===== config.mk =====
export PLATFORM = sky130hd
export DESIGN_NAME = regfile_rand_driver_flat
export DESIGN_NICKNAME = d
export VERILOG_FILES = /design/src/rtl/regfile_rand_driver_if.sv /design/src/rtl/regfile_rand_driver.sv /design/src/flat_wrapper.sv
export SDC_FILE = /design/constraint.sdc
export NUM_CORES = 1
export LEC_CHECK = 0
export ABC_AREA = 1
export CAP_MARGIN = 25
export CORE_UTILIZATION = 25
export CTS_CLUSTER_DIAMETER = 80
export DETAILED_ROUTE_END_ITERATION = 8
export HOLD_SLACK_MARGIN = 0.08
export PLACE_DENSITY_LB_ADDON = 0.3
export SKIP_LAST_GASP = 1
export SLEW_MARGIN = 20
export SYNTH_ARGS = -nofsm -noshare
export SYNTH_HDL_FRONTEND = slang
export SYNTH_SLANG_ARGS = --single-unit

===== constraint.sdc =====
create_clock -name clk -period 1.7 [get_ports clk]
set_input_delay 0.17 -clock clk [delete_from_list [all_inputs] [get_ports clk]]
set_output_delay 0.17 -clock clk [all_outputs]
set_load 0.01 [all_outputs]

===== src/rtl/regfile_rand_driver_if.sv =====
// Register-file port bundle between the random driver (master) and the dual-read file (slave).
// Write port: we/addr_rd/data_in. Read ports: addr_rs1/addr_rs2 with combinational rs1/rs2.
interface regfile_rand_driver_if #(
    parameter int N = 4,
    parameter int W = 8
);
    logic         we;
    logic [N-1:0] addr_rd;
    logic [W-1:0] data_in;
    logic [N-1:0] addr_rs1;
    logic [N-1:0] addr_rs2;
    logic [W-1:0] rs1;
    logic [W-1:0] rs2;

    modport master (output we, addr_rd, data_in, addr_rs1, addr_rs2, input rs1, rs2);
    modport slave  (input we, addr_rd, data_in, addr_rs1, addr_rs2, output rs1, rs2);
endinterface


===== src/rtl/regfile_rand_driver.sv =====
// LFSR-driven fill/read exerciser for a dual-read register file; returns rs1+rs2 per read.
// Optional REGFILE_DRV_SHADOW_EN keeps a shadow copy and flags readback errors on mismatch.
module regfile_rand_driver #(
    parameter int          N           = 4,
    parameter int          W           = 8,
    parameter int          TICK_CYCLES = 4,
    parameter int          READS       = 8,
    parameter logic [15:0] SEED        = 16'hACE1
) (
    input  logic                  clk,
    input  logic                  rst,
    input  logic                  start,
    output logic                  busy,
    output logic                  done,
    output logic [W:0]            result,
    output logic                  result_valid,
    output logic                  mismatch,
    regfile_rand_driver_if.master rf
);
    localparam logic [15:0]  SEED_EFF  = (SEED == 16'h0) ? 16'hACE1 : SEED;
    localparam int           TW        = (TICK_CYCLES > 2) ? $clog2(TICK_CYCLES) : 1;
    localparam int           CW        = $clog2(READS + 1);
    localparam logic [N-1:0] LAST_ADDR = {N{1'b1}};

    typedef enum logic [1:0] {IDLE, FILL, READ, DONE} state_t;

    state_t        state, state_nxt;
    logic [TW-1:0] tick;
    logic [15:0]   lfsr, lfsr_nxt;
    logic [CW-1:0] op_cnt;
    logic [N-1:0]  wr_ptr, rs2_addr;
    logic          tick_hit, wr_issue, rd_issue;
    logic [1:0]    vld_pipe;
    logic          we_q;
    logic [N-1:0]  addr_rd_q, addr_rs1_q, addr_rs2_q;
    logic [W-1:0]  data_q;

    assign tick_hit    = (tick == TW'(TICK_CYCLES - 1));
    assign wr_issue    = (state == FILL) && tick_hit;
    assign rd_issue    = (state == READ) && tick_hit && (op_cnt < CW'(READS));
    assign vld_pipe[0] = rd_issue;
    assign lfsr_nxt    = (lfsr >> 1) ^ (lfsr[0] ? 16'hB400 : 16'h0000);

    // Upper read address takes bits N..2N-1, wrapping back into the 16-bit LFSR
    always_comb begin
        rs2_addr = '0;
        for (int i = 0; i < N; i++) rs2_addr[i] = lfsr[(N + i) % 16];
    end

    always_comb begin
        state_nxt = state;
        case (state)
            IDLE:    if (start) state_nxt = FILL;
            FILL:    if (wr_issue && wr_ptr == LAST_ADDR) state_nxt = READ;
            READ:    if (result_valid && op_cnt == CW'(READS)) state_nxt = DONE;
            DONE:    state_nxt = IDLE;
            default: state_nxt = IDLE;
        endcase
    end

    always_ff @(posedge clk or negedge rst) begin
        if (!rst) begin
            state  <= IDLE;
            tick   <= '0;
            op_cnt <= '0;
            wr_ptr <= N'(1);
            lfsr   <= SEED_EFF;
        end else begin
            state <= state_nxt;
            if (state == IDLE) begin
                tick   <= '0;
                op_cnt <= '0;
                wr_ptr <= N'(1);
            end else begin
                tick <= tick_hit ? '0 : tick + 1'b1;
                if (rd_issue) op_cnt <= op_cnt + 1'b1;
                if (wr_issue) wr_ptr <= wr_ptr + 1'b1;
            end
            if (wr_issue || rd_issue) lfsr <= lfsr_nxt;
        end
    end

    always_ff @(posedge clk or negedge rst) begin
        if (!rst) begin
            we_q         <= 1'b0;
            addr_rd_q    <= '0;
            data_q       <= '0;
            addr_rs1_q   <= '0;
            addr_rs2_q   <= '0;
            vld_pipe[1]  <= 1'b0;
            result_valid <= 1'b0;
            result       <= '0;
        end else begin
            we_q <= wr_issue;
            if (wr_issue) begin
                addr_rd_q <= wr_ptr;
                data_q    <= lfsr[W-1:0];
            end
            if (rd_issue) begin
                addr_rs1_q <= lfsr[N-1:0];
                addr_rs2_q <= rs2_addr;
            end
            vld_pipe[1]  <= vld_pipe[0];
            result_valid <= vld_pipe[1];
            if (vld_pipe[1]) result <= {1'b0, rf.rs1} + {1'b0, rf.rs2};
        end
    end

    assign rf.we       = we_q;
    assign rf.addr_rd  = addr_rd_q;
    assign rf.data_in  = data_q;
    assign rf.addr_rs1 = addr_rs1_q;
    assign rf.addr_rs2 = addr_rs2_q;
    assign busy        = (state != IDLE);
    assign done        = (state == DONE);

`ifdef REGFILE_DRV_SHADOW_EN
    logic [W-1:0] shadow [2**N];

    // Entry 0 is never written, so it stays at its reset value of 0
    always_ff @(posedge clk or negedge rst) begin
        if (!rst) begin
            for (int i = 0; i < 2**N; i++) shadow[i] <= '0;
            mismatch <= 1'b0;
        end else begin
            if (wr_issue) shadow[wr_ptr] <= lfsr[W-1:0];
            if (vld_pipe[1] && (rf.rs1 != shadow[addr_rs1_q] || rf.rs2 != shadow[addr_rs2_q]))
                mismatch <= 1'b1;
        end
    end
`else
    assign mismatch = 1'b0;
`endif
endmodule

===== src/flat_wrapper.sv =====
// flat-port wrapper written by rule: the top's interface ports become plain ports
module regfile_rand_driver_flat 
#(
    parameter int          N           = 4,
    parameter int          W           = 8,
    parameter int          TICK_CYCLES = 4,
    parameter int          READS       = 8,
    parameter logic [15:0] SEED        = 16'hACE1
)
  (clk, rst, start, busy, done, result, result_valid, mismatch, rf_we, rf_addr_rd, rf_data_in, rf_addr_rs1, rf_addr_rs2, rf_rs1, rf_rs2);
  regfile_rand_driver_if #(.N(N), .W(W)) rf_i ();
  input  logic clk;
  input  logic rst;
  input  logic start;
  output logic busy;
  output logic done;
  output logic [W:0] result;
  output logic result_valid;
  output logic mismatch;
  output wire logic [$bits(rf_i.we)-1:0] rf_we;
  output wire logic [$bits(rf_i.addr_rd)-1:0] rf_addr_rd;
  output wire logic [$bits(rf_i.data_in)-1:0] rf_data_in;
  output wire logic [$bits(rf_i.addr_rs1)-1:0] rf_addr_rs1;
  output wire logic [$bits(rf_i.addr_rs2)-1:0] rf_addr_rs2;
  input wire logic [$bits(rf_i.rs1)-1:0] rf_rs1;
  input wire logic [$bits(rf_i.rs2)-1:0] rf_rs2;
  assign rf_we = rf_i.we;
  assign rf_addr_rd = rf_i.addr_rd;
  assign rf_data_in = rf_i.data_in;
  assign rf_addr_rs1 = rf_i.addr_rs1;
  assign rf_addr_rs2 = rf_i.addr_rs2;
  assign rf_i.rs1 = rf_rs1;
  assign rf_i.rs2 = rf_rs2;
  regfile_rand_driver #(.N(N), .W(W), .TICK_CYCLES(TICK_CYCLES), .READS(READS), .SEED(SEED)) u_core (.clk(clk), .rst(rst), .start(start), .busy(busy), .done(done), .result(result), .result_valid(result_valid), .mismatch(mismatch), .rf(rf_i));
endmodule

Word-level counts from Yosys, hierarchy flattened --
Index checks and enable logic that the tools add are counted.
Operators by class: add/subtract/negate cells 4, order comparisons 1, equality and inequality tests 9, mux-type cells 11, bitwise gates (word level) 1, reductions and logical operators 11
Operators with widths (count):
- $mux 16 | 1
- $mux 4 | 4
- $xor 15x16->16 | 1
- $mux 2 | 5
- $add 8x8->9 | 1
- $add 4x1->4 const B | 2
- $eq 4x4->1 const B | 2
- $pmux 2 s4 | 1
- $eq 2x2->1 const B | 3
- $ne 2x2->1 const B | 3
- $reduce_bool 2->1 | 3
- $logic_and 1x1->1 | 5
- $lt 4x4->1 const B | 1
- $reduce_and 3->1 | 1
- $add 2x1->2 const B | 1
- $eq 2x1->1 const B | 1
- $logic_not 2->1 | 1
- $logic_or 1x1->1 | 1
Storage, ports and cells: flip-flop bits (word level) 60, input bits 19, output and inout port bits 34, logic and storage cells 50

Longest topological paths before layout --
Gate-level depths: netlist (run 1).
depth after elaboration 5, depth in mapped cells 9, gate-level depth less buffers 9

Worst setup path before layout (run 1) --
OpenSTA, ideal clock, no wires.
path kind reg-to-reg, from register u_core.state[0], to register u_core.lfsr[12], library setup time 125 ps, arrival 1277 ps, data required time 1575 ps, path slack 298 ps, stages on the path, launching flop included 6, buffers on the path 0, clock period less this slack 1402 ps, cells stage by stage dfrtp_1 inv_1 ha_1 nand3b_4 nand2_4 mux2_2
Between the ends: cells in the longest elaborated chain, start to end 4, elaborated cells between the ends (all ways) 6, classes of those cells eq/ne: 2; reduce/logical: 4
Ends and longest elaborated chain:
- from (decl) | line regfile_rand_driver.sv:27 | state_t state, state_nxt;
- from (signal assigned) | line regfile_rand_driver.sv:69 | state <= state_nxt;
- $eq 2x2->1 | line regfile_rand_driver.sv:40 | assign rd_issue = (state == READ) && tick_hit && (op_cnt < CW'(READS));
- $logic_and 1x1->1 (2 in series) | line regfile_rand_driver.sv:40
- $logic_or 1x1->1 (*) | line regfile_rand_driver.sv:79 | if (wr_issue || rd_issue) lfsr <= lfsr_nxt;
- to (signal assigned) | line regfile_rand_driver.sv:79
- to (decl) | line regfile_rand_driver.sv:29 | logic [15:0] lfsr, lfsr_nxt;
Every way passes the cells marked *; elsewhere a longest branch is shown, timed or not. A chain may end at the register's enable or synchronous reset.

Worst setup path in the final report (run 1) --
from input rf_rs2[0], to register u_core.result[8]
Between the ends: cells in the longest elaborated chain, start to end 1
Ends and longest elaborated chain:
- from (decl) | line flat_wrapper.sv:26 | input wire logic [$bits(rf_i.rs2)-1:0] rf_rs2;
- $add 8x8->9 | line regfile_rand_driver.sv:105 | if (vld_pipe[1]) result <= {1'b0, rf.rs1} + {1'b0, rf.rs2};
- to (signal assigned) | line regfile_rand_driver.sv:105
- to (decl) | line regfile_rand_driver.sv:15 | output logic [W:0] result,
Every way passes these cells.

==> impl_results.rst, run 1 <==
.. list-table::
   :header-rows: 1

   * - Metric
     - Value
   * - Run status
     - finished clean
   * - Routed vias/inst
     - 4.14
   * - Largest vdd supply drop
     - 0.000437 V
   * - Total iterations of the first detailed-routing run
     - 4
   * - Pin count of the biggest net entering global routing
     - 38
   * - Die area
     - 0.0116 mm²
   * - Total routing resource utilization after global routing
     - 0.101
   * - Static power due to leakage
     - 1.75 nW
   * - Clk network pwr share
     - 0.260
   * - Clock Pin Slew Worst Setup and Hold Paths
     - 0.07 ns
   * - Buffer levels on the longest clock path
     - 2
   * - First-pass GRT wire length
     - 9.13 mm
   * - Peak Freq
     - ~650 MHz
   * - Final std cells w/o fill
     - 506
   * - Worst Skew
     - around 0.0060 ns
   * - Total nets after synthesis
     - 334
   * - Number of instances in the synthesized netlist
     - approximately 300
   * - Area of the mapped netlist
     - 0.00280 mm²
   * - Synth top cells by count
     - nand2_1, dfrtp_1, o21ai_0
   * - Final antenna diode count
     - 0
   * - Yosys top cell area share
     - 0.457
   * - Number of DRC violations after detailed routing
     - 0
   * - Routed length per instance
     - about 11 µm
   * - Unrepaired setup endpoints after global routing
     - false
   * - Number of antenna violations at the first check in global routing
     - 0
   * - Switching power of the nets
     - between 0.001 and 0.0015 W
   * - Placed wire-length estimate after detailed placement
     - about 4.0 mm
   * - Largest stage delay, worst path
     - approximately 0.40 ns
   * - Library cells used by synthesis
     - 33
   * - Share of total power in sequential cells
     - 0.425
   * - Design internal power
     - 0.00304 W
   * - Top_reg_cell synth
     - dfrtp_1
   * - Path class of the lowest-slack min-delay path
     - input port to asynchronous set/reset pin
   * - Horizontal die dimension
     - 108 µm
   * - Number of standard-cell rows in the floorplan
     - 38
   * - Reg-to-reg setup timing slack
     - 0.18 ns
   * - Reg-to-Reg End
     - u_core.op_cnt[0]$_DFFE_PN0P_
   * - Final period utilization
     - 0.905
   * - Placer congestion estimate
     - 0.794
   * - Avg Inst Size Synth
     - 9.41 µm²
   * - Number of global-route vias before repair
     - 2043
   * - Final count of pins violating max slew
     - 0
   * - Area of the core
     - 0.0109 mm²
   * - Switching Share
     - 0.321
   * - Required time of the critical path
     - 1.92 ns
   * - Buffers plus inverters on the worst setup path
     - 1
   * - Number of synthesized flops with an enable pin
     - 0
   * - Root Buffer
     - clkbuf_8
   * - CP arrival
     - 1.76 ns
   * - Library cell with the largest summed area after synthesis
     - dfrtp_1
   * - Worst Hold Slack
     - 0.247 ns
   * - H-tree depth
     - 3
   * - I/O pin cnt
     - 53
   * - Fillcell total
     - 1146
   * - P&R area growth vs syn
     - 32.6%
   * - Number of nets in the final layout
     - between 300 and 400
   * - Final Hold Fails
     - 0
   * - Die Y-Extent
     - approximately 110 µm
   * - Layout cell share with drive strength beyond 1
     - 0.139
   * - Path depth of the worst reg2reg path
     - 7
   * - Clock latency of the later-clocked register in the worst-skew pair
     - about 0.33 ns
   * - Startpoint types
     - input port
   * - Origin of the critical flop-to-flop path
     - u_core.state[1]$_DFFE_PN0P_
   * - Standard cell area after detailed placement
     - 0.00349 mm²
   * - Placed Instances
     - 487
   * - Leading cell types by total area after synthesis
     - dfrtp_1, nand2_1, dfstp_2
   * - Port-buffer cells
     - between 50 and 60
   * - Post-route ant nets
     - 0
   * - Critical path, cell by cell
     - clkdlybuf4s50_1 > ha_1 > fa_1 > nand2_1 > nand3_1 > nand3_1 > nor2_1 > o21ai_0 > nand2_1
   * - Total Neg Setup Slack
     - 0 ns
   * - TritonCTS clock tree
     - built
   * - Total Routed Length
     - around 5.3 mm
   * - Finished Core Util
     - 0.340
   * - Slowest CP cell
     - clkdlybuf4s50_1
   * - Total clock buffers created by CTS
     - 9
   * - Max-cap viol count
     - 0
   * - Initial Utilization
     - 0.257
   * - Power density normalized to cell area
     - 1210 mW/mm²
   * - Total number of yosys warnings
     - 0
   * - Via count
     - 2093
   * - Shortest clock period the worst path allows after layout
     - 1.54 ns
   * - Peak fanout along the critical path
     - 3
   * - Critical path class
     - input port to register
   * - Most common cell in the netlist
     - nand2_1
   * - Detailed router's first-iteration violation count
     - 45
   * - Logic gate share of total power
     - 0.314
   * - Number of synthesized register bits
     - 60
   * - Count of clock tree sinks
     - 60
   * - Final setup violation count
     - 0
   * - Non-Filler Cell Area, Final
     - ~0.0037 mm²
   * - Cell class contributing the biggest share of worst-path delay
     - adder cells
   * - Post-synth ARST share
     - 1.00
   * - Worst Setup End Kind
     - register
   * - Total congestion overflow after global routing
     - 0
   * - Portion of the post-synthesis area used by sequential elements
     - 0.541
## cell type report
| type | instances | area [µm²] | area share |
|---|---|---|---|
| Sequential cell | 60 | 1510 | 0.408 |
| Multi-Input combinational cell | 193 | 1090 | 0.295 |
| Timing Repair Buffer | 62 | 604 | 0.163 |
| Tap cell | 140 | 175 | 0.0472 |
| Clock buffer | 11 | 151 | 0.0408 |
| Inverter | 35 | 133 | 0.0358 |
| Clock inverter | 5 | 36.3 | 0.00979 |
## what timing repair did
action / in CTS / in global routing
setup endpoints to repair: 1 / 1
gates resized for setup: 1 / 1
endpoints found under the hold margin: 51 / 0
buffers inserted: 2 / 0
hold buffers: 1 / 0
pin swaps: 0 / 0
## how the worst max path moves through the flow
stage	from	end	slack, ns	cells past startpoint
after floorplan	u_core.state[0]$_DFFE_PN0P_	u_core.lfsr[12]$_DFFE_PN0P_	0.30	5
after global placement	rf_rs2[0]	u_core.result[8]$_DFFE_PN0P_	-0.20	9
after detailed placement	rf_rs2[0]	u_core.result[8]$_DFFE_PN0P_	-0.21	9
after CTS	u_core.state[0]$_DFFE_PN0P_	done	-0.02	3
after global routing	rf_rs2[0]	u_core.result[8]$_DFFE_PN0P_	0.02	9
final	rf_rs2[0]	u_core.result[8]$_DFFE_PN0P_	0.16	9
## metal layers
layer	GRT usage	vias up	routed length, µm
met4	0.0499	0	87
met2	0.165	45	2480
met5	0	-	0
li1	-	1077	-
met1	0.122	963	2540
met3	0.0285	8	240
## cell families (layout without fill, tap and decap cells)
group / after synthesis / in the layout / synth area share
and+or+nand+nor: 114 / 114 / 0.178
DFF: 60 / 60 / 0.541
AOI/OAI and AO/OA: 51 / 51 / 0.0953
buffers and inverters: 44 / 113 / 0.0671
adders and majority gates: 18 / 18 / 0.0833
muxes: 6 / 6 / 0.0242
xor gates and xnor gates: 3 / 3 / 0.00940
other: 1 / 1 / 0.00134
## metrics by stage
| stage | setup WS, ns | total power [W] |
|---|---|---|
| 3_5_place_dp | -0.210 | 0.00334 |
| 6_report | 0.161 | 0.00447 |
| 5_1_grt | 0.0212 | 0.00480 |
| 3_3_place_gp | -0.197 | 0.00330 |
| 4_1_cts | -0.0211 | 0.00456 |
| 2_1_floorplan | 0.298 | 0.00269 |
## cell usage in the layout (no fill, tap or decap), drive strengths merged, types with 3 or more instances in the layout
cell type,synthesis,final
clkdlybuf4s50,0,48
o21ai,39,39
clkbuf,4,11
a21oi,8,8
xor2,3,3
nor2,13,13
dfrtp,51,51
ha,17,17
nor3,3,3
clkinv,2,4
inv,33,33
clkinvlp,0,3
nand2,80,80
nand3,13,13
dfstp,9,9
buf,5,11
mux2,6,6
## sequential cells by signal, indices dropped and copies added (netlist names)
register / flops
u_core.lfsr: 16
u_core.op_cnt: 4
u_core.result: 9
u_core.result_valid: 1
u_core.rf.addr_rd: 4
u_core.rf.addr_rs1: 4
u_core.rf.addr_rs2: 4
u_core.rf.data_in: 8
u_core.rf.we: 1
u_core.state: 2
u_core.tick: 2
u_core.vld_pipe: 1
u_core.wr_ptr: 4
## power groups by stage
stage          clock [W]  combinational, W  sequential (W)
2_1_floorplan          0          0.000730         0.00196
3_5_place_dp           0           0.00140         0.00194
5_1_grt          0.00127           0.00159         0.00193
4_1_cts          0.00121           0.00144         0.00191
3_3_place_gp           0           0.00137         0.00194
6_report         0.00116           0.00141         0.00190
## worst register-to-register path: stages (launching register included)
cell,delay (ns)
dfrtp_1,0.37
buf_4,0.14
ha_1,0.24
nand3b_4,0.12
buf_4,0.24
inv_2,0.08
o21ai_0,0.15
a21oi_1,0.06
(Power assumes the default switching activity.)
==> run 2, diff against run 1 <==
- CORE_ASPECT_RATIO: unset -> 0.8
==> impl_results.rst, run 2 (synthesis gave the netlist of run 1 again) <==
.. list-table::
   :header-rows: 1

   * - Metric
     - Value
   * - Number of nets in the final layout
     - 399 (was 398)
   * - Area of the multi-input gates
     - 0.00110 mm² (was 0.00109 mm²)
   * - Startpoint types
     - input port (unchanged)
   * - Placer congestion estimate
     - 0.806 (was 0.794)
   * - Required time of the critical path
     - 1.91 ns (was 1.92 ns)
   * - Largest vdd supply drop
     - 0.000433 V (was 0.000437 V)
   * - Detailed router's first-iteration violation count
     - 118 (was 45)
   * - Number of DRC violations after detailed routing
     - 0 (unchanged)
   * - Static power due to leakage
     - 1.82 nW (was 1.75 nW)
   * - Layout cell share with drive strength beyond 1
     - 0.142 (was 0.139)
   * - Post-route ant nets
     - 0 (unchanged)
   * - Port-buffer cells
     - 51 (unchanged)
   * - Non-Filler Cell Area, Final
     - 0.00384 mm² (was 0.00371 mm²)
   * - Routed vias/inst
     - 4.11 (was 4.14)
   * - Clock latency of the later-clocked register in the worst-skew pair
     - 0.32 ns (was 0.33 ns)
   * - Total routing resource utilization after global routing
     - 0.115 (was 0.101)
   * - Worst Skew
     - 0.00814 ns (was 0.00599 ns)
   * - Reg-to-reg setup timing slack
     - 0.19 ns (was 0.18 ns)
   * - Shortest clock period the worst path allows after layout
     - 1.59 ns (was 1.54 ns)
   * - Final antenna diode count
     - 0 (unchanged)
   * - Initial Utilization
     - 0.257 (about the same)
   * - Peak Freq
     - 630 MHz (was 650 MHz)
   * - Critical path class
     - input port to register (unchanged)
   * - Via count
     - 2099 (was 2093)
   * - Endpoint of the worst setup timing path
     - u_core.result[8]$_DFFE_PN0P_ (unchanged)
   * - Root Buffer
     - clkbuf_16 (was clkbuf_8)
   * - H-tree depth
     - 3 (unchanged)
   * - Path class of the lowest-slack min-delay path
     - input port to asynchronous set/reset pin (unchanged)
   * - Number of flip-flops under the largest register name
     - 16 (unchanged)
   * - Buffer levels on the longest clock path
     - 2 (unchanged)
   * - Most common library cell in the layout ignoring fill and taps
     - nand2_1 (unchanged)
   * - Origin of the critical flop-to-flop path
     - u_core.state[0]$_DFFE_PN0P_ (was u_core.state[1]$_DFFE_PN0P_)
   * - Number of global-route vias before repair
     - 2122 (was 2043)
   * - TritonCTS clock tree
     - built (unchanged)
   * - Largest register by flop count
     - u_core.lfsr (unchanged)
   * - Standard cell area after detailed placement
     - 0.00351 mm² (was 0.00349 mm²)
   * - Path depth of the worst reg2reg path
     - 5 (was 7)
   * - Run status
     - finished clean (unchanged)
   * - Critical path, cell by cell
     - clkdlybuf4s50_1 > ha_1 > fa_1 > nand2_1 > nand3_1 > nand3_2 > nor2_1 > o21ai_0 > nand2_1 (was clkdlybuf4s50_1 > ha_1 > fa_1 > nand2_1 > nand3_1 > nand3_1 > nor2_1 > o21ai_0 > nand2_1)
   * - Reg-to-Reg End
     - u_core.lfsr[9]$_DFFE_PN0P_ (was u_core.op_cnt[0]$_DFFE_PN0P_)
   * - Die Y-Extent
     - 96.6 µm (was 108 µm)
   * - Total Routed Length
     - 5.86 mm (was 5.34 mm)
   * - Commonest cells after routing, fill and taps aside
     - nand2_1, dfrtp_1, clkdlybuf4s50_1 (unchanged)
   * - Launching element of the worst setup path
     - rf_rs2[0] (unchanged)
   * - Pin count of the biggest net entering global routing
     - 61 (was 38)
   * - Clock Pin Slew Worst Setup and Hold Paths
     - 0.05 ns (was 0.07 ns)
   * - Final Hold Fails
     - 0 (unchanged)
   * - Total clock buffers created by CTS
     - 9 (unchanged)
   * - P&R area growth vs syn
     - 37.4% (was 32.6%)
   * - Power density normalized to cell area
     - 1340 mW/mm² (was 1210 mW/mm²)
   * - Slowest CP cell
     - clkdlybuf4s50_1 (unchanged)
   * - Total iterations of the first detailed-routing run
     - 4 (unchanged)
   * - First-pass GRT wire length
     - 10.1 mm (was 9.13 mm)
   * - Number of antenna violations at the first check in global routing
     - 0 (unchanged)
   * - Final period utilization
     - 0.934 (was 0.905)
   * - Least setup slack across all paths after layout
     - 0.113 ns (was 0.161 ns)
   * - Largest stage delay, worst path
     - 0.40 ns (about the same)
   * - Routed length per instance
     - 11.5 µm (was 10.6 µm)
   * - Fillcell total
     - 1153 (was 1146)
   * - Horizontal die dimension
     - 120 µm (was 108 µm)
   * - Sum of internal, switching and leakage power
     - 0.00515 W (was 0.00447 W)
   * - Die area
     - 0.0116 mm² (about the same)
   * - Pre-CTS worst setup slack
     - -0.247 ns (was -0.210 ns)
   * - CP arrival
     - 1.80 ns (was 1.76 ns)
   * - Final setup violation count
     - 0 (unchanged)
   * - Area of the core
     - 0.0109 mm² (about the same)
   * - I/O pin cnt
     - 53 (unchanged)
   * - Worst Setup End Kind
     - register (unchanged)
   * - Storage element area
     - 0.00151 mm² (unchanged)
   * - Cell repeated most along the worst path
     - nand2_1
   * - Peak fanout along the critical path
     - 3 (unchanged)
   * - Unrepaired setup endpoints after global routing
     - false (unchanged)
   * - Total congestion overflow after global routing
     - 0 (unchanged)
   * - Number of standard-cell rows in the floorplan
     - 34 (was 38)
   * - Placed wire-length estimate after detailed placement
     - 4.09 mm (was 3.96 mm)
   * - Count of clock tree sinks
     - 60 (unchanged)
   * - Max-cap viol count
     - 0 (unchanged)
   * - Final count of pins violating max slew
     - 0 (unchanged)
run 2: worst min-delay path by stage:
stage	end	start
after CTS	u_core.result[3]$_DFFE_PN0P_	rst
after detailed placement	u_core.state[1]$_DFFE_PN0P_	rst
after floorplan	u_core.lfsr[12]$_DFFE_PN0P_	rst
after global placement	u_core.state[0]$_DFFE_PN0P_	rst
after global routing	u_core.result[3]$_DFFE_PN0P_	rst
final	u_core.state[1]$_DFFE_PN0P_	rst
run 2: what timing repair did:
action                                 in CTS  in global routing
endpoints found under the hold margin      51                  0
setup endpoints to repair                   1                  2
pin swaps                                   0                  0
hold buffers                                1                  0
buffers inserted                            2                  0
gates resized for setup                     1                  2
run 2: area by class of cell:
type,count,share of cell area
Clock buffer,12,0.0668
Clock inverter,4,0.0124
Inverter,35,0.0345
Multi-Input combinational cell,193,0.286
Sequential cell,60,0.394
Tap cell,144,0.0469
Timing Repair Buffer,63,0.159
run 2: report_power, final:
part,switching (W),internal (W)
Combinational,0.000718,0.000709
Clock,0.000618,0.00121
Sequential,0.000161,0.00174
Total,0.00150,0.00366
run 2: per-layer routing:
| metal | track usage | share of wire | vias to the layer above |
|---|---|---|---|
| met5 | 0 | 0 | - |
| met4 | 0.0432 | 0.0091 | 0 |
| met3 | 0.0487 | 0.049 | 7 |
| met2 | 0.167 | 0.41 | 46 |
| met1 | 0.151 | 0.53 | 965 |
| li1 | - | - | 1081 |
run 2: metrics by stage:
stage | cells | utilization | TNS, ns | hold slack (ns)
floorplan | 297 | - | 0 | -0.126
global placement | 492 | 0.322 | -0.405 | 0.204
detailed placement | 492 | 0.322 | -0.588 | 0.200
CTS | 511 | 0.352 | 0 | 0.390
global route | 511 | 0.353 | 0 | 0.433
finish | 511 | 0.353 | 0 | 0.390
run 2: worst max-delay path, delay by kind of cell:
kind	cells	cell delay, ns
buffers and inverters	1	0.40
and+or+nand+nor	5	0.45
AOI/OAI and AO/OA	1	0.14
adders and majority gates	2	0.62
==> run 3, diff against run 2 <==
- CORE_UTILIZATION: 25 -> 52
- SKIP_CTS_REPAIR_TIMING: unset -> 1
==> impl_results.rst, run 3 (synthesis gave the netlist of run 1 again) <==
.. list-table::
   :header-rows: 1

   * - Metric
     - Value
   * - Number of antenna violations at the first check in global routing
     - 0 (unchanged)
   * - Routed vias/inst
     - 4.99 (was 4.11)
   * - Total iterations of the first detailed-routing run
     - 7 (was 4)
   * - Number of nets in the final layout
     - 396 (was 399)
   * - Layout cell share with drive strength beyond 1
     - 0.135 (was 0.142)
   * - Total Neg Setup Slack
     - 0 ns (unchanged)
   * - Final count of pins violating max slew
     - 0 (unchanged)
   * - Placer congestion estimate
     - 0.771 (was 0.806)
   * - Startpoint types
     - register (was input port)
   * - Count of clock tree sinks
     - 60 (unchanged)
   * - Worst Setup End Kind
     - output port (was register)
   * - Static power due to leakage
     - 1.77 nW (was 1.82 nW)
   * - Area of the multi-input gates
     - 0.00109 mm² (was 0.00110 mm²)
   * - Shortest clock period the worst path allows after layout
     - 1.60 ns (was 1.59 ns)
   * - Buffer levels on the longest clock path
     - 2 (unchanged)
   * - Area of the core
     - 0.00509 mm² (was 0.0109 mm²)
   * - Most common library cell in the layout ignoring fill and taps
     - nand2_1 (unchanged)
   * - Storage element area
     - 0.00151 mm² (unchanged)
   * - Post-route ant nets
     - 0 (unchanged)
   * - Die area
     - 0.00567 mm² (was 0.0116 mm²)
   * - Total congestion overflow after global routing
     - 0 (unchanged)
   * - Critical path class
     - register to output port (was input port to register)
   * - Final setup violation count
     - 0 (unchanged)
   * - Path class of the lowest-slack min-delay path
     - input port to asynchronous set/reset pin (unchanged)
   * - Worst Skew
     - 0.0126 ns (was 0.00814 ns)
   * - Clock Pin Slew Worst Setup and Hold Paths
     - 0.07 ns (was 0.05 ns)
   * - First-pass GRT wire length
     - 8.45 mm (was 10.1 mm)
   * - Required time of the critical path
     - 1.53 ns (was 1.91 ns)
   * - Final Hold Fails
     - 0 (unchanged)
   * - Standard cell area after detailed placement
     - 0.00338 mm² (was 0.00351 mm²)
   * - Cell class contributing the biggest share of worst-path delay
     - buffers and inverters (was adder cells)
   * - Fillcell total
     - 362 (was 1153)
   * - Total clock buffers created by CTS
     - 9 (unchanged)
   * - TritonCTS clock tree
     - built (unchanged)
   * - Via count
     - 2124 (was 2099)
   * - Buffers plus inverters on the worst setup path
     - 1 (unchanged)
   * - Total routing resource utilization after global routing
     - 0.199 (was 0.115)
   * - Final period utilization
     - 0.939 (was 0.934)
   * - Detailed router's first-iteration violation count
     - 102 (was 118)
   * - Pin count of the biggest net entering global routing
     - 61 (unchanged)
   * - Run status
     - finished, violations left (was finished clean)
   * - Slowest CP cell
     - clkdlybuf4s50_1 (unchanged)
   * - Horizontal die dimension
     - 84.0 µm (was 120 µm)
   * - Peak Freq
     - 626 MHz (was 630 MHz)
   * - Power density normalized to cell area
     - 1310 mW/mm² (was 1340 mW/mm²)
   * - Root Buffer
     - clkbuf_8 (was clkbuf_16)
   * - H-tree depth
     - 3 (unchanged)
   * - Placed wire-length estimate after detailed placement
     - 3.67 mm (was 4.09 mm)
   * - Placed Instances
     - 407 (was 492)
   * - Clock latency of the later-clocked register in the worst-skew pair
     - 0.34 ns (was 0.32 ns)
   * - Number of global-route vias before repair
     - 1896 (was 2122)
   * - Critical path, cell by cell
     - ha_1 > clkdlybuf4s50_1 (was clkdlybuf4s50_1 > ha_1 > fa_1 > nand2_1 > nand3_1 > nand3_2 > nor2_1 > o21ai_0 > nand2_1)
   * - Port-buffer cells
     - 51 (unchanged)
   * - Total Routed Length
     - 5.21 mm (was 5.86 mm)
   * - Largest vdd supply drop
     - 0.000841 V (was 0.000433 V)
   * - Final std cells w/o fill
     - 426 (was 511)
   * - Final antenna diode count
     - 0 (unchanged)
   * - Number of flip-flops under the largest register name
     - 16 (unchanged)
   * - Number of standard-cell rows in the floorplan
     - 23 (was 34)
   * - Non-Filler Cell Area, Final
     - 0.00364 mm² (was 0.00384 mm²)
   * - Violated checks
     - DRC
   * - Finished Core Util
     - 0.715 (was 0.353)
   * - Pre-CTS worst setup slack
     - -0.190 ns (was -0.247 ns)
   * - Max-cap viol count
     - 0 (unchanged)
   * - Largest register by flop count
     - u_core.lfsr (unchanged)
   * - Routed length per instance
     - 12.2 µm (was 11.5 µm)
   * - Least setup slack across all paths after layout
     - 0.103 ns (was 0.113 ns)
   * - Unrepaired setup endpoints after global routing
     - false (unchanged)
   * - Die Y-Extent
     - 67.6 µm (was 96.6 µm)
   * - Commonest cells after routing, fill and taps aside
     - nand2_1, dfrtp_1, clkdlybuf4s50_1 (unchanged)
   * - Initial Utilization
     - 0.549 (was 0.257)
   * - CP arrival
     - 1.43 ns (was 1.80 ns)
   * - Largest stage delay, worst path
     - 0.47 ns (was 0.40 ns)
   * - Number of DRC violations after detailed routing
     - 8 (was 0)
   * - I/O pin cnt
     - 53 (unchanged)
   * - Peak fanout along the critical path
     - 4 (was 3)
   * - P&R area growth vs syn
     - 30.3% (was 37.4%)
[run 3: power breakdown]
group | switching [W] | internal (W)
Sequential | 0.000175 | 0.00174
Combinational | 0.000691 | 0.000696
Clock | 0.000534 | 0.000940
[run 3: worst min-delay path: stages]
cell and delay (ns):
dlygate4sd3_1 0.52, buf_2 0.12, buf_12 0.29
[run 3: final cells by class]
class,instances,area share
sequential,60,0.415
multi-input combinational,193,0.300
timing repair buffer,60,0.162
clock buffer,12,0.0453
inverter,35,0.0364
tap,62,0.0213
clock inverter,4,0.0192
[run 3: path summary, 6_finish.rpt]
check                      depth (start not counted)                           end  slack, ns                         from
max                                                2                          done       0.10  u_core.state[0]$_DFFE_PN0P_
min reg2reg                                        1      u_core.tick[0]$_DFF_PN0_       0.45     u_core.tick[0]$_DFF_PN0_
max reg2reg                                        7  u_core.op_cnt[2]$_DFFE_PN0P_       0.11  u_core.state[0]$_DFFE_PN0P_
min in group clk                                   1      u_core.tick[0]$_DFF_PN0_       0.45     u_core.tick[0]$_DFF_PN0_
min                                                3   u_core.state[1]$_DFFE_PN0P_       0.37                          rst
max in group asynchronous                          3    u_core.lfsr[6]$_DFFE_PN1P_       1.02                          rst
[run 3: through the flow]
step	total power (W)	hold slack, ns
2_1_floorplan	0.00269	-0.126
3_5_place_dp	0.00331	0.199
4_1_cts	0.00481	-0.170
6_report	0.00477	0.365
5_1_grt	0.00509	0.423
3_3_place_gp	0.00326	0.195
[run 3: per-layer routing]
| layer | vias up | global-route usage | part of all wire |
|---|---|---|---|
| li1 | 1079 | - | - |
| met1 | 986 | 0.249 | 0.47 |
| met2 | 50 | 0.314 | 0.46 |
| met3 | 9 | 0.0685 | 0.058 |
| met4 | 0 | 0.101 | 0.019 |
| met5 | - | 0 | 0 |
